<file path="src/rtl/target_spawner_pkg.sv">
// Shared types and helpers for the target spawner: FSM state encoding and
// slot-index to screen-Y conversion.
package target_spawner_pkg;

  typedef enum logic [2:0] {
    ST_IDLE,
    ST_RISE,
    ST_WAIT,
    ST_CHECK,
    ST_PRESENT
  } state_e;

  // Evaluated at 32 bits; callers narrow to their Y width once the range is proven.
  function automatic logic [31:0] slot_to_y(input logic [31:0] idx,
                                            input logic [31:0] base,
                                            input logic [31:0] step);
    return base + idx * step;
  endfunction

endpackage

</file>
<file path="src/rtl/spawn_history.sv">
// Shift register of recently spawned slot indices with per-entry valid bits
// and a combinational membership query.
module spawn_history #(
  parameter int IDX_W      = 5,
  parameter int HIST_DEPTH = 3
) (
  input  logic             clk,
  input  logic             reset,
  input  logic             push,
  input  logic [IDX_W-1:0] push_idx,
  input  logic             clear,
  input  logic [IDX_W-1:0] query_idx,
  output logic             hit
);

  logic [IDX_W-1:0]      ent_q [HIST_DEPTH];
  logic [IDX_W-1:0]      ent_d [HIST_DEPTH];
  logic [HIST_DEPTH-1:0] vld_q, vld_d;

  // A clear in the same cycle as a push wipes the old entries first, then the push lands.
  always_comb begin
    ent_d = ent_q;
    vld_d = clear ? '0 : vld_q;
    if (push) begin
      for (int i = HIST_DEPTH - 1; i > 0; i--) begin
        ent_d[i] = ent_q[i-1];
        vld_d[i] = clear ? 1'b0 : vld_q[i-1];
      end
      ent_d[0] = push_idx;
      vld_d[0] = 1'b1;
    end
  end

  always_comb begin
    hit = 1'b0;
    for (int i = 0; i < HIST_DEPTH; i++) begin
      if (vld_q[i] && (ent_q[i] == query_idx)) hit = 1'b1;
    end
  end

  always_ff @(posedge clk or posedge reset) begin
    if (reset) vld_q <= '0;
    else       vld_q <= vld_d;
  end

  always_ff @(posedge clk) begin
    ent_q <= ent_d;
  end

endmodule

</file>
<file path="src/rtl/target_spawner.sv">
// Requests a latched random value, rejects out-of-range or recently used slots
// with bounded retries, and presents the chosen spawn Y under valid/ack.
module target_spawner
  import target_spawner_pkg::*;
#(
  parameter int RND_BITS   = 5,
  parameter int MAX_IDX    = 5,
  parameter int HIST_DEPTH = 3,
  parameter int MAX_RETRY  = 4,
  parameter int BASE_Y     = 200,
  parameter int STEP_Y     = 40,
  parameter int Y_BITS     = 11
) (
  input  logic                clk,
  input  logic                reset,
  input  logic                spawn_req,
  input  logic                clear_hist,
  input  logic [RND_BITS-1:0] rnd_val,
  output logic                rnd_rise,
  output logic                spawn_valid,
  input  logic                spawn_ack,
  output logic [Y_BITS-1:0]   spawn_y,
  output logic [RND_BITS-1:0] spawn_idx,
  output logic                spawn_forced,
  output logic                busy
);

  localparam int RETRY_W = $clog2(MAX_RETRY + 1);
  localparam int Y_MAX   = BASE_Y + MAX_IDX * STEP_Y;

  state_e                state_q, state_d;
  logic [RETRY_W-1:0]    retry_q, retry_d;
  logic [RND_BITS-1:0]   cand_q, cand_d;
  logic                  valid_q, valid_d;
  logic [RND_BITS-1:0]   idx_q, idx_d;
  logic [Y_BITS-1:0]     y_q, y_d;
  logic                  forced_q, forced_d;
  logic                  hist_hit, hist_push, over, bad;
  logic [RND_BITS-1:0]   pick_idx;

  spawn_history #(
    .IDX_W      (RND_BITS),
    .HIST_DEPTH (HIST_DEPTH)
  ) u_hist (
    .clk       (clk),
    .reset     (reset),
    .push      (hist_push),
    .push_idx  (idx_q),
    .clear     (clear_hist),
    .query_idx (cand_q),
    .hit       (hist_hit)
  );

  assign over     = cand_q > RND_BITS'(MAX_IDX);
  assign bad      = over || hist_hit;
  assign pick_idx = over ? RND_BITS'(MAX_IDX) : cand_q;

  // The generator latches on the rising edge of this decode; CHECK keeps it low
  // so every retry produces a fresh edge.
  assign rnd_rise     = (state_q == ST_RISE) || (state_q == ST_WAIT);
  assign busy         = (state_q != ST_IDLE);
  assign spawn_valid  = valid_q;
  assign spawn_idx    = idx_q;
  assign spawn_y      = y_q;
  assign spawn_forced = forced_q;

  always_comb begin
    state_d   = state_q;
    retry_d   = retry_q;
    cand_d    = cand_q;
    valid_d   = valid_q;
    idx_d     = idx_q;
    y_d       = y_q;
    forced_d  = forced_q;
    hist_push = 1'b0;
    case (state_q)
      ST_IDLE: begin
        if (spawn_req) begin
          retry_d = '0;
          state_d = ST_RISE;
        end
      end
      ST_RISE: state_d = ST_WAIT;
      ST_WAIT: begin
        cand_d  = rnd_val;
        state_d = ST_CHECK;
      end
      ST_CHECK: begin
        if (bad && (retry_q < RETRY_W'(MAX_RETRY))) begin
          retry_d = retry_q + 1'b1;
          state_d = ST_RISE;
        end else begin
          idx_d    = pick_idx;
          y_d      = Y_BITS'(slot_to_y(32'(pick_idx), 32'(BASE_Y), 32'(STEP_Y)));
          forced_d = bad;
          valid_d  = 1'b1;
          state_d  = ST_PRESENT;
        end
      end
      ST_PRESENT: begin
        if (spawn_ack) begin
          hist_push = 1'b1;
          valid_d   = 1'b0;
          state_d   = ST_IDLE;
        end
      end
      default: state_d = ST_IDLE;
    endcase
  end

  always_ff @(posedge clk or posedge reset) begin
    if (reset) begin
      state_q  <= ST_IDLE;
      retry_q  <= '0;
      cand_q   <= '0;
      valid_q  <= 1'b0;
      idx_q    <= '0;
      y_q      <= '0;
      forced_q <= 1'b0;
    end else begin
      state_q  <= state_d;
      retry_q  <= retry_d;
      cand_q   <= cand_d;
      valid_q  <= valid_d;
      idx_q    <= idx_d;
      y_q      <= y_d;
      forced_q <= forced_d;
    end
  end

  always_ff @(posedge clk) begin
    assert (Y_MAX < (1 << Y_BITS))
      else $error("BASE_Y + MAX_IDX*STEP_Y does not fit in Y_BITS");
  end

endmodule
</file>
<file path="config.mk">
export PLATFORM = sky130hd
export DESIGN_NAME = target_spawner
export DESIGN_NICKNAME = d
export VERILOG_FILES = /design/src/rtl/target_spawner_pkg.sv /design/src/rtl/spawn_history.sv /design/src/rtl/target_spawner.sv
export SDC_FILE = /design/constraint.sdc
export NUM_CORES = 1
export LEC_CHECK = 0
export ABC_AREA = 0
export BUFFER_PORTS_ARGS = -buffer_cell sky130_fd_sc_hd__buf_4
export CAP_MARGIN = 20
export CORE_MARGIN = 2
export CORE_UTILIZATION = 39
export DETAILED_ROUTE_END_ITERATION = 7
export GPL_ROUTABILITY_DRIVEN = 0
export PLACE_DENSITY = 0.63
export SLEW_MARGIN = 0
export SYNTH_ARGS = -nofsm -noshare
export SYNTH_HDL_FRONTEND = slang
export SYNTH_SLANG_ARGS = --single-unit
export TNS_END_PERCENT = 5
</file>
<file path="constraint.sdc">
create_clock -name clk -period 5.4 [get_ports clk]
set_input_delay 0.54 -clock clk [delete_from_list [all_inputs] [get_ports clk]]
set_output_delay 0.54 -clock clk [all_outputs]
set_load 0.05 [all_outputs]
</file>
==> reports/qor.csv <==
stage,metric,value,unit
cts,root_buffer,clkbuf_8,
sta,slew_violations,0,
sta,slew_headroom,0.512,
synth,yosysUniqueCellTypes,41,
sta,setup_viol,0,
detailed_routing,antenna_left,0,
detailed_routing,first_iter_violations,70,
sta,worst_pin_slew,0.731,ns
cells_and_area,final_nets,215,
critical_path,crit_chain,"nor2_1, nand2_1, or2_2, ha_1, ha_1, inv_1, fa_1, nand2_1, nand2_1, xor2_1, mux2_2",
cts,insertion_delay,0.30,ns
placed_design,dp_hpwl,2.60,mm
grt,antenna_found_initial,0,
critical_path,slowest_stage,dfrtp_1,
synth,synth-seq-area-share,0.537,
synth,syn-cell-area,2190,sq um
flow_run,drv_cap,0,
status,status,completed,
critical_path,r2r_setup_slack,2.81,ns
synth,synth-seq-cells,44,
critical_path,critical_path_class,flip-flop to flip-flop,
detailed_routing,drt_first_pass_iters,4,
cts,h-tree-depth,2,
floorplanning,start_util,0.401,
cells_and_area,fill_cells,526,
synth,yosys.area.top_type,dfrtp_1,
sta,fmax,386,MHz
hold_path,hold_path.class,input port to async pin,
sta,fin_skew,0.00688,ns
critical_path,crit_fanout,7,
pwr,power,1.53,mW
sta,hold_viol,0,
sta,finalCritPeriodShare,0.480,
cts,clk_path_buf_depth,2,
synth,syn-mean-instance-area,12.9,sq um
synth,synth_enable_flop_cells,15,
synth,synth.area.top_cells,"dfrtp_1, edfxtp_1, mux2_2",
floorplanning,io_pins,30,
cells_and_area,area_delta_synth_final,13.6,%
pwr,pwr_density_cell,614,nW/um^2
placed_design,port_buffers,26,
cts,cts-hold-fix-buffers,0,
synth,synth-main-ff-cell,dfrtp_1,
floorplanning,rows,27,
sta,rsz0062_at_grt,false,
detailed_routing,drt_wl_total,3.69,mm
cells_and_area,drive_above_1_share,0.291,
critical_path,reg2reg_depth,11,
cts,cts_tree,yes,
grt,grt.total_usage,0.136,
grt,grt_max_degree,30,
grt,grt_pass1_vias,1255,
detailed_routing,wl_per_cell,13.6,microns
detailed_routing,vias,1283,
cts,cts.sinks,44,
cts,numCtsBuffers,5,
grt,grt_pass1_wl,6.31,mm
critical_path,slowest_delay,0.51,ns
pwr,leakage,1.06,nW
critical_path,startpoint,cand_q[3]$_DFFE_PP0P_,
cts,postCtsSetupBuffers,0,
sta,post-route-min-period,2.59,ns
synth,synth_top_cell_area_share,0.331,
floorplanning,fp.dieArea,6240,sq um
synth,async_reset_ff_frac,0.659,
pwr,vdd_ir_drop_max,0.281,mV
floorplanning,die_w,79.0,microns
synth,yosysWarningCount,0,
critical_path,crit_arrival,2.84,ns
cts,cts_resized,0,
floorplanning,die_h,79.0,microns
floorplanning,core-area,5470,sq um
critical_path,path_common_cell,nand2_1,
grt,overflow,0,
cts,clk_pin_slew_worst_paths,0.09,ns
critical_path,crit_path_end_kind,flip-flop,
sta,setup_tns,0,ns
critical_path,required,5.65,ns
critical_path,endpoint,spawn_y[9]$_DFFE_PP0P_,
critical_path,start_kind,flip-flop,
critical_path,r2r-end,spawn_y[9]$_DFFE_PP0P_,
cells_and_area,antenna_cells,0,
detailed_routing,drt-vias-per-instance,4.73,
synth,synthCells,170,
detailed_routing,drc,0,
critical_path,r2r_start,cand_q[3]$_DFFE_PP0P_,
## metrics by stage
| stage | cell area, sq um | utilization | setup slack, ns | std cells | hold slack (ns) |
|---|---|---|---|---|---|
| 5_1_grt | 2490 | 0.455 | 2.63 | 271 | 0.322 |
| 2_1_floorplan | 2210 | - | 3.00 | 175 | 0.447 |
| 3_5_place_dp | 2400 | 0.439 | 2.83 | 263 | 0.457 |
| 6_report | 2490 | 0.455 | 2.81 | 271 | 0.301 |
| 4_1_cts | 2490 | 0.455 | 2.80 | 271 | 0.311 |
| 3_3_place_gp | 2400 | 0.439 | 2.87 | 263 | 0.455 |
## cell families after synthesis
group	share of synthesized area
other cells	0.00343
buf+inv	0.0651
xor+xnor	0.0913
flops	0.537
compound gates	0.0668
fa+ha+maj	0.0434
mux	0.0908
simple gates	0.103
## sequential cells by signal (all words and copies together) (netlist names)
register and flops:
state_q 3, spawn_valid 1, cand_q 5, u_hist.ent_q 15
spawn_forced 1, spawn_idx 5, spawn_y 8, retry_q 3
u_hist.vld_q 3
## where the power goes
group | leakage [nW] | internal (mW) | switching [mW]
clock network | 0.0378 | 0.0895 | 0.121
logic | 0.531 | 0.318 | 0.441
registers | 0.491 | 0.441 | 0.120
total | 1.06 | 0.848 | 0.682
## worst max-delay path, delay by kind of cell, from the launching register on
family	cells	cell delay, ns
fa+ha+maj	3	0.83
simple gates	5	0.82
flops	1	0.51
mux	1	0.16
xor+xnor	1	0.15
buf+inv	1	0.07
## worst min path at each step
stage                                 end  slack, ns  cells past startpoint
2_1_floorplan   u_hist.ent_q[1]$_DFFE_PP_       0.45                      0
3_3_place_gp    u_hist.ent_q[1]$_DFFE_PP_       0.46                      0
3_5_place_dp   u_hist.ent_q[12]$_DFFE_PP_       0.46                      0
4_1_cts            retry_q[1]$_DFFE_PP0P_       0.31                      3
5_1_grt            spawn_y[7]$_DFFE_PP0P_       0.32                      3
6_report           spawn_y[7]$_DFFE_PP0P_       0.30                      3
## routing by layer
metal	track usage	wire [microns]
met2	0.195	1640
met4	0.0672	89
met5	0	0
met3	0.0375	159
met1	0.188	1800
## synth_stat cells, types with 2 or more instances
master / n
buf_6: 5
or3_1: 2
mux2_4: 3
ha_1: 6
nand4_1: 2
nand2_1: 17
clkbuf_1: 2
and2_2: 2
conb_1: 2
xor2_1: 7
mux2_2: 11
dfrtp_1: 29
nor2_1: 4
buf_4: 3
a21oi_1: 7
nand3_1: 2
inv_1: 11
mux2i_1: 3
edfxtp_1: 15
o21ai_0: 3
xnor2_1: 14
## layout make-up
class	count	area, sq um	area share
sequential	44	1180	0.472
multi-input combinational	109	892	0.358
timing repair buffer	27	203	0.0814
tap	72	90.1	0.0362
clock buffer	5	68.8	0.0276
inverter	11	41.3	0.0166
clock inverter	3	18.8	0.00754
## cells in the final DEF (no fill, tap or decap), drive strengths merged, types with 3 or more instances in the layout
cell | Yosys | final
a21oi | 7 | 7
buf | 9 | 27
clkbuf | 2 | 5
conb | 2 | 7
dfrtp | 29 | 29
edfxtp | 15 | 15
ha | 6 | 6
inv | 11 | 11
mux2 | 14 | 14
mux2i | 3 | 3
nand2 | 17 | 17
nor2 | 4 | 4
o21ai | 4 | 4
xnor2 | 15 | 15
xor2 | 7 | 7
Power figures use the tool's default switching activity.
